## src/rtl/add64_pipe.sv

```systemverilog
// add64_pipe: two-stage valid/ready pipelined adder, low half with cin in stage 1, high half in stage 2.
module add64_pipe #(
    parameter int HALF_W = 32,
    parameter int CNT_W  = 16
) (
    input  logic                clk,
    input  logic                resetn,
    input  logic                in_valid,
    output logic                in_ready,
    input  logic [2*HALF_W-1:0] operand1,
    input  logic [2*HALF_W-1:0] operand2,
    input  logic                cin,
    output logic                out_valid,
    input  logic                out_ready,
    output logic [2*HALF_W-1:0] result,
    output logic                cout1,
    output logic                cout2,
    output logic                ovf,
    output logic [CNT_W-1:0]    done_cnt
);
    localparam int W = 2 * HALF_W;

    logic              s1_valid_q, s1_valid_d, s2_valid_q, s2_valid_d;
    logic [HALF_W-1:0] lo_sum_q, lo_sum_d, a_hi_q, a_hi_d, b_hi_q, b_hi_d;
    logic              c1_q, c1_d;
    logic [W-1:0]      result_q, result_d;
    logic              cout1_q, cout1_d, cout2_q, cout2_d, ovf_q, ovf_d;
    logic [CNT_W-1:0]  done_cnt_q, done_cnt_d;
    logic              s2_free, s1_adv, accept;
    logic [HALF_W:0]   lo_add, hi_add;

    always_comb begin
        s2_free    = !s2_valid_q | out_ready;
        s1_adv     = s1_valid_q & s2_free;
        in_ready   = !s1_valid_q | s2_free;
        accept     = in_valid & in_ready;
        lo_add     = {1'b0, operand1[HALF_W-1:0]} + {1'b0, operand2[HALF_W-1:0]} + {{HALF_W{1'b0}}, cin};
        hi_add     = {1'b0, a_hi_q} + {1'b0, b_hi_q} + {{HALF_W{1'b0}}, c1_q};
        s1_valid_d = in_ready ? in_valid : s1_valid_q;
        lo_sum_d   = accept ? lo_add[HALF_W-1:0] : lo_sum_q;
        c1_d       = accept ? lo_add[HALF_W] : c1_q;
        a_hi_d     = accept ? operand1[W-1:HALF_W] : a_hi_q;
        b_hi_d     = accept ? operand2[W-1:HALF_W] : b_hi_q;
        // stage 2 keeps its data on a bubble; only the valid bit drops
        s2_valid_d = s2_free ? s1_valid_q : s2_valid_q;
        result_d   = s1_adv ? {hi_add[HALF_W-1:0], lo_sum_q} : result_q;
        cout1_d    = s1_adv ? c1_q : cout1_q;
        cout2_d    = s1_adv ? hi_add[HALF_W] : cout2_q;
        ovf_d      = s1_adv ? (a_hi_q[HALF_W-1] == b_hi_q[HALF_W-1]) & (hi_add[HALF_W-1] != a_hi_q[HALF_W-1]) : ovf_q;
        done_cnt_d = done_cnt_q + CNT_W'(s2_valid_q & out_ready);
    end

    always_ff @(posedge clk or negedge resetn) begin
        if (!resetn) begin
            s1_valid_q <= 1'b0;
            s2_valid_q <= 1'b0;
            lo_sum_q   <= '0;
            c1_q       <= 1'b0;
            a_hi_q     <= '0;
            b_hi_q     <= '0;
            result_q   <= '0;
            cout1_q    <= 1'b0;
            cout2_q    <= 1'b0;
            ovf_q      <= 1'b0;
            done_cnt_q <= '0;
        end else begin
            s1_valid_q <= s1_valid_d;
            s2_valid_q <= s2_valid_d;
            lo_sum_q   <= lo_sum_d;
            c1_q       <= c1_d;
            a_hi_q     <= a_hi_d;
            b_hi_q     <= b_hi_d;
            result_q   <= result_d;
            cout1_q    <= cout1_d;
            cout2_q    <= cout2_d;
            ovf_q      <= ovf_d;
            done_cnt_q <= done_cnt_d;
        end
    end

    assign out_valid = s2_valid_q;
    assign result    = result_q;
    assign cout1     = cout1_q;
    assign cout2     = cout2_q;
    assign ovf       = ovf_q;
    assign done_cnt  = done_cnt_q;
endmodule
```

## config.mk

```make
export PLATFORM = sky130hd
export DESIGN_NAME = add64_pipe
export DESIGN_NICKNAME = d
export VERILOG_FILES = /design/src/rtl/add64_pipe.sv
export SDC_FILE = /design/constraint.sdc
export NUM_CORES = 1
export LEC_CHECK = 0
export BUFFER_PORTS_ARGS = -buffer_cell sky130_fd_sc_hd__buf_4
export CORE_MARGIN = 2
export CORE_UTILIZATION = 55
export CTS_CLUSTER_DIAMETER = 150
export DETAILED_ROUTE_END_ITERATION = 10
export PLACE_DENSITY = 0.81
export SETUP_SLACK_MARGIN = 0.05
export SLEW_MARGIN = 5
export SYNTH_ARGS = -nofsm -noshare
export SYNTH_HDL_FRONTEND = slang
export SYNTH_SLANG_ARGS = --single-unit
```

## constraint.sdc

```tcl
create_clock -name clk -period 3.6 [get_ports clk]
set_input_delay 0.18 -clock clk [delete_from_list [all_inputs] [get_ports clk]]
set_output_delay 0.18 -clock clk [all_outputs]
set_load 0.01 [all_outputs]
```

# Word-level counts from Yosys, hierarchy flattened
# Cells that the tools add are included.
# word_totals
register_bits	182
in_bits	133
elab_cells	26
out_inout_bits	85
# op_classes
n_addsub	5
n_bitwise	6
n_reduce_logical	2
eq_ne	2
# ops
op	count
adder 32 x 32 -> 33 bit	2
adder 33 x 1 -> 33 bit	2
adder 16 x 1 -> 16 bit	1
AND 1 bit	4
logical NOT 1 bit	2
OR 1 bit	2
equality test 1 bit	1
!= test 1 bit	1

# Longest topological paths before layout
# Gate-level depths: netlist (run 1).
# depth
word_depth	4
depth_mapped	11
mapped_depth_nobuf	11

# Worst setup path before layout (run 1)
# OpenSTA, ideal clock, no wires.
# synth_timing
kind	in2reg
startpoint	input operand1[0]
endpoint	register lo_sum_q[24]
setup_slack_ns	0.802
setup_ns	0.133
arrival_time_ns	2.665
required_ns	3.467
cell_stages	11
path_buffers	0
path_cell_list	fa_1 > fa_1 > a21oi_1 > a2bb2oi_1 > a21oi_1 > a31oi_1 > o21a_1 > o221ai_1 > a221oi_1 > xor2_1 > o21ai_0
# synth_between
elab_chain_cells	2
# synth_rtl
item	line_no	text
start: declaration	10	input logic [2*HALF_W-1:0] operand1,
adder 32 x 32 -> 33 bit	37	lo_add = {1'b0, operand1[HALF_W-1:0]} + {1'b0, operand2[HALF_W-1:0]} + {{HALF_W{1'b0}}, cin};
adder 33 x 1 -> 33 bit	37	
end signal: assignment	69	lo_sum_q <= lo_sum_d;
end: declaration	24	logic [HALF_W-1:0] lo_sum_q, lo_sum_d, a_hi_q, a_hi_d, b_hi_q, b_hi_d;
# Every way passes these cells.
# A chain may end at the register's enable or synchronous reset.

# Worst setup path in the final report (run 1)
# layout_timing
startpoint	register a_hi_q[0]
endpoint	register result_q[58], in the netlist result[58]
# layout_between
elab_chain_cells	2
# layout_rtl
item	line_no	text
start: declaration	24	
start signal: assignment	71	a_hi_q <= a_hi_d;
adder 32 x 32 -> 33 bit	38	hi_add = {1'b0, a_hi_q} + {1'b0, b_hi_q} + {{HALF_W{1'b0}}, c1_q};
adder 33 x 1 -> 33 bit	38	
end signal: assignment	73	result_q <= result_d;
end: declaration	26	logic [W-1:0] result_q, result_d;
# Every way passes these cells.

==> metrics.cfg, run 1 <==
[placement]
port_buffers=217
dp_hpwl_mm=17.6
gp_congestion=0.914

[critical_path]
cpPeakStageDelay_ns=0.49
cp_max_fo=3
cp_slowest_cell=fa_1
critical_path_buf_inv_count=0
worstPathRequired_ns=3.88
cp_top_family=compound AO/OA/AOI/OAI gates
worstPathCellList=fa_1 -> fa_1 -> a21oi_1 -> o21ai_0 -> a21oi_1 -> nor2_1 -> a31o_2 -> a21oi_1 -> o21ai_0 -> xnor2_1 -> o21ai_0
critPathArrivalTime_ns=3.49
startpoint_type=flip-flop
critPathKind=reg -> reg
endpoint_kind=flip-flop

[global_route]
antenna_found_initial=1
gr-usage-met1_pct=32.5
grtUsageMet3_pct=6.68
gr-usage-all-layers_pct=25.9
grt_pass1_vias=8357
grt_first_pass_wirelength_mm=40.8
grt_overflow=0
grt_use_met2_pct=44.6
gr-max-usage-layer=met2
grt_max_degree=88

[sta]
fmax_ghz=0.312
max-slew-margin-rel_pct=37.5
setup_tns_ns=0
finClkSkew_ns=0.00955
setup_violations=0
period_share_pct=89.2
rsz0062_at_grt=false
worst_slew_pin_slew_ns=0.938
hold_viol_final=0
slew_violations=0
fin_crit_ns=3.21

[hold_path]
hold_path.class=in -> reg

[final_layout]
drive_above_1_share_pct=31.3
syn_to_final_growth_pct=29.9
nNetsFinal=1404
final_util_pct=72.8

[cts]
clk_pin_slew_ns=0.07
h-tree-depth=4
cts-buffers-inserted=17
cts.path.max_buffers=2
post_cts_resized=0
ctsHoldBuffers=64
insertion_delay_ns=0.43
cts_tree=built
cts_root_buffer=clkbuf_16
clock-sinks=182
postCtsSetupBuffers=0

[pwr]
power_density_nw_per_um2=585
p_leak_uw=0.00610
peakVddDrop_mv=0.524

[drt]
routed-via-count=8152
ant_nets=0
drt_wl_total_mm=24.8
first_pass_iters=6
vias_per_cell=5.64
drcViolationCount=0
drt-wirelength-per-cell_um=17.1
initialDrtViolationCount=379

[floorplan]
die_x_um=139
core_um2=18000
start_util_pct=56.0
die_area_um2=19400
die_h_um=139
ioPinCount=218
fp-row-count=49

[yosys]
avgSynthCellArea_um2=10.7
ys_warn_count=0
synth.distinct_cells=72
syn_area_um2=10100
yosys.area.top_type=dfrtp_1
synthArstFlopShare_pct=100
synth_cells=939
synth-seq-cells=182
synth_top_area_share_pct=45.2
synth-edff-count=0
syn_nets=1140
ys.flop_type=dfrtp_1
yosysSeqAreaShare_pct=45.2
synth_area_leaders=dfrtp_1, mux2_2, ha_1

[job]
maxCapViolCount=0

[outcome]
status=complete, no violations

-- kinds of logic after synthesis --
family	after synthesis	share of synthesized area (%)
simple gates	205	9.45
mux	106	11.8
fa+ha+maj	68	8.75
flops	182	45.2
buf+inv	54	2.70
compound gates	251	15.6
xor+xnor	73	6.43
-- power by group --
part	switching [uW]	internal (uW)	leakage [uW]
Clock	905	931	0.000287
Sequential	360	2590	0.00220
Combinational	1430	1440	0.00361
-- state kept, by name, indices dropped and copies added, names as in the netlist, 16 cells and up --
name / count
lo_sum_q: 32
a_hi_q: 32
b_hi_q: 32
done_cnt: 16
result: 64
-- routing by layer --
metal	part of all wire, %	routed length (um)
met1	42	10400
met2	50	12400
met3	6.0	1500
met4	1.7	409
met5	0	0
-- final timing paths --
path | end | from | slack [ns] | depth (start not counted)
max in group asynchronous | result[22] | resetn | 2.32 | 3
min in group asynchronous | a_hi_q[13] | resetn | 0.36 | 2
setup / recovery | result[58] | a_hi_q[0] | 0.39 | 11
hold reg to reg | lo_sum_q[13] | lo_sum_q[13] | 0.48 | 2
setup reg to reg | result[58] | a_hi_q[0] | 0.39 | 11
hold / removal | b_hi_q[0] | operand2[32] | 0.01 | 2
-- metrics by stage --
stage	std cells	hold slack [ns]	power, uW	cell area [um^2]	setup slack, ns
after global routing	1446	0.00542	8130	13100	0.146
after CTS	1444	0.00453	7690	13100	0.404
final	1446	0.0142	7660	13100	0.390
after floorplan	939	-0.116	4630	10100	0.802
after detailed placement	1348	0.265	5780	11800	0.333
after global placement	1348	0.281	5690	11800	0.431
-- placed cells by master, fill, tap and decap left out, drive strengths merged, types with 6 or more instances in the layout --
cell / netlist / layout
a211oi: 6 / 6
a21o: 30 / 30
a21oi: 70 / 70
a31oi: 10 / 10
and2: 10 / 10
and3: 7 / 7
buf: 4 / 223
clkbuf: 35 / 17
clkinv: 0 / 7
dfrtp: 182 / 182
dlygate4sd3: 0 / 65
ha: 64 / 64
inv: 11 / 19
mux2: 105 / 105
nand2: 99 / 99
nand3: 15 / 15
nand4: 14 / 14
nor2: 34 / 34
nor2b: 6 / 6
o21ai: 90 / 90
o21bai: 6 / 6
xnor2: 42 / 42
xor2: 31 / 31
-- synthesized netlist by cell type (2+ instances only) --
cell type,count
nor3_1,3
nor4_1,2
nor3b_1,2
o21a_1,5
a21boi_0,2
nand3b_1,2
a221o_1,2
and3_2,2
ha_1,64
xor2_1,31
a211oi_1,6
o21bai_1,6
fa_1,4
a21o_1,30
nand2_1,98
xnor2_1,41
o21ai_0,89
nand2b_1,5
nand3_1,15
inv_1,11
clkbuf_1,32
or2_2,2
nor2b_1,6
nor2_1,34
clkbuf_8,3
o31ai_1,2
o211ai_1,5
a31oi_1,10
dfrtp_1,182
and2_1,10
a21oi_1,69
mux2_2,105
nand4_1,14
o2111ai_1,2
o221ai_1,2
and3_1,5
-- worst reg2reg max path, delay by kind of cell (launching register included) --
family | cells | cell delay, ns
AOI/OAI and AO/OA | 7 | 1.46
and+or+nand+nor | 1 | 0.10
adders and majority gates | 2 | 0.92
DFF | 1 | 0.40
xor gates and xnor gates | 1 | 0.18
-- final cells by class --
cell class / instances / area (um^2)
Tap cell: 229 / 287
Clock inverter: 15 / 161
Antenna cell: 1 / 2.50
Sequential cell: 182 / 4550
Multi-Input combinational cell: 703 / 5260
Inverter: 11 / 41.3
Timing Repair Buffer: 288 / 2350
Fill cell: 1306 / 4880
Clock buffer: 17 / 425
Note: power is estimated with default switching activity, not from simulation.
==> run 2: changes to the inputs <==
--- a/config.mk
+++ b/config.mk
@@ -6,11 +6,13 @@
 export NUM_CORES = 1
 export LEC_CHECK = 0
 export BUFFER_PORTS_ARGS = -buffer_cell sky130_fd_sc_hd__buf_4
+export CELL_PAD_IN_SITES_DETAIL_PLACEMENT = 0
+export CELL_PAD_IN_SITES_GLOBAL_PLACEMENT = 1
 export CORE_MARGIN = 2
-export CORE_UTILIZATION = 55
+export CORE_UTILIZATION = 43
 export CTS_CLUSTER_DIAMETER = 150
 export DETAILED_ROUTE_END_ITERATION = 10
-export PLACE_DENSITY = 0.81
+export PLACE_DENSITY_LB_ADDON = 0.1
 export SETUP_SLACK_MARGIN = 0.05
 export SLEW_MARGIN = 5
 export SYNTH_ARGS = -nofsm -noshare
==> run 2 against run 1 <==
  * Critical path type unchanged
  * Non-clock buffer count stayed put
  * Largest power group unchanged
  * Clock skew is 0.0056 ns higher
  * Via count is 3.7% lower
==> metrics.cfg, run 2 (synthesis gave the netlist of run 1 again) <==
[outcome]
status=complete, no violations

[cts]
cts-buffers-inserted=17
post_cts_resized=0
cts.path.max_buffers=2
postCtsSetupBuffers=0
cts_root_buffer=clkbuf_16
clock-sinks=182
h-tree-depth=4
clk_pin_slew_ns=0.07
cts_tree=built
insertion_delay_ns=0.43

[critical_path]
worstPathRequired_ns=3.87
startpoint_type=flip-flop
critPathKind=reg -> reg
critPathArrivalTime_ns=3.51
endpoint_kind=flip-flop
cp_max_fo=3

[sta]
setup_ws_ns=0.360
setup_tns_ns=0
worst_slew_pin_slew_ns=0.991
rsz0062_at_grt=false
period_share_pct=90.0
fin_crit_ns=3.24
fmax_ghz=0.309
slew_violations=0
hold_viol_final=0
max-slew-margin-rel_pct=34.0
finClkSkew_ns=0.0151
setup_violations=0

[pwr]
power_density_nw_per_um2=580
peakVddDrop_mv=0.351
p_leak_uw=0.00610

[hold_path]
hold_path.class=in -> reg

[drt]
top_layer_used=met4
drt_wl_total_mm=24.8
routedLengthMet1_mm=11.4
vias_per_cell=5.13
drt-wirelength-per-cell_um=16.2
ant_nets=0
drcViolationCount=0
dr_wl_met2_mm=12.0
first_pass_iters=5
initialDrtViolationCount=394
wl_met3_mm=1.09
routed-via-count=7851

[floorplan]
ioPinCount=218
fp-row-count=55
start_util_pct=44.2
die_area_um2=24700
die_x_um=157
core_um2=22800
die_h_um=157

[final_layout]
syn_to_final_growth_pct=30.8
layout_common_cells=buf_4, dfrtp_1, mux2_2, nand2_1, o21ai_0
multi_input_area_um2=5260
num-fill-cells=2002
stdcell_count=1529
final_util_pct=57.8
drive_above_1_share_pct=31.3
antenna_cells=0
regArea_um2=4550
mostFrequentLayoutCell=buf_4
nNetsFinal=1404
largest_register_ffs=64

[global_route]
gr-usage-all-layers_pct=21.0
grt_max_degree=122
grt_pass1_vias=8002
grt_overflow=0
antenna_found_initial=0
grt_first_pass_wirelength_mm=40.9

[placement]
dp_hpwl_mm=18.2
port_buffers=217
dp_cells=1433
gp_congestion=0.854
dp_worst_setup_slack_ns=0.307

[job]
maxCapViolCount=0

==> run 2: changes by cell type in the layout (fill, tap and decap cells not counted), sizes merged <==
| cell | previous run | this run |
|---|---|---|
| clkbuf | 17 | 19 |
| bufinv | 0 | 1 |
| clkinv | 7 | 6 |
| diode | 1 | 0 |
| dlygate4sd3 | 65 | 64 |
| inv | 19 | 18 |
==> run 2: metrics by stage <==
stage | cell area, um^2 | power, uW | hold slack [ns]
floorplan | 10100 | 4630 | -0.116
global placement | 11900 | 5750 | 0.413
detailed placement | 11900 | 5780 | 0.414
CTS | 13200 | 7730 | 0.00118
global route | 13200 | 8160 | 0.00167
finish | 13200 | 7630 | 0.0169
==> run 2: layout make-up <==
| class | count | area share (%) |
|---|---|---|
| Sequential cell | 182 | 34.6 |
| Inverter | 11 | 0.314 |
| Tap cell | 313 | 2.97 |
| Timing Repair Buffer | 288 | 17.8 |
| Clock buffer | 18 | 3.34 |
| Multi-Input combinational cell | 703 | 39.9 |
| Clock inverter | 14 | 1.06 |
==> run 2: timing repair <==
item                       in CTS  in global routing
hold endpoints to repair      172                  1
hold buffers                   63                  1
setup endpoints to repair       0                  0
==> run 2: worst paths after layout <==
check                           cells past startpoint           end          from  slack (ns)
worst max-delay path                               11    result[62]     a_hi_q[0]        0.36
worst min-delay path                                2    b_hi_q[16]  operand2[48]        0.02
worst max register to register                     11    result[62]     a_hi_q[0]        0.36
worst min register to register                      2  lo_sum_q[29]  lo_sum_q[29]        0.48
max in group asynchronous                           3    result[52]        resetn        2.20
min in group asynchronous                           2     a_hi_q[7]        resetn        0.47
==> run 2: per-layer routing <==
layer  track usage (%)  up-vias
li1                  -     3897
met5                 0        -
met2              35.2      204
met4              5.28        0
met3              3.25       17
met1              28.5     3733
==> run 2: report_power, final <==
| group | internal, uW | total, uW | switching [uW] |
|---|---|---|---|
| Sequential | 2590 | 2940 | 350 |
| Clock | 996 | 1860 | 866 |
| Combinational | 1440 | 2830 | 1390 |
==> run 2: critical path: stages (launching register included) <==
cell and delay [ns]:
dfrtp_1 0.40, fa_1 0.49, fa_1 0.44, a21oi_1 0.19
o21ai_0 0.19, a21oi_1 0.27, nor2_1 0.10, a31o_2 0.28
a21oi_1 0.22, o21ai_0 0.21, mux2i_1 0.18, o21ai_0 0.10
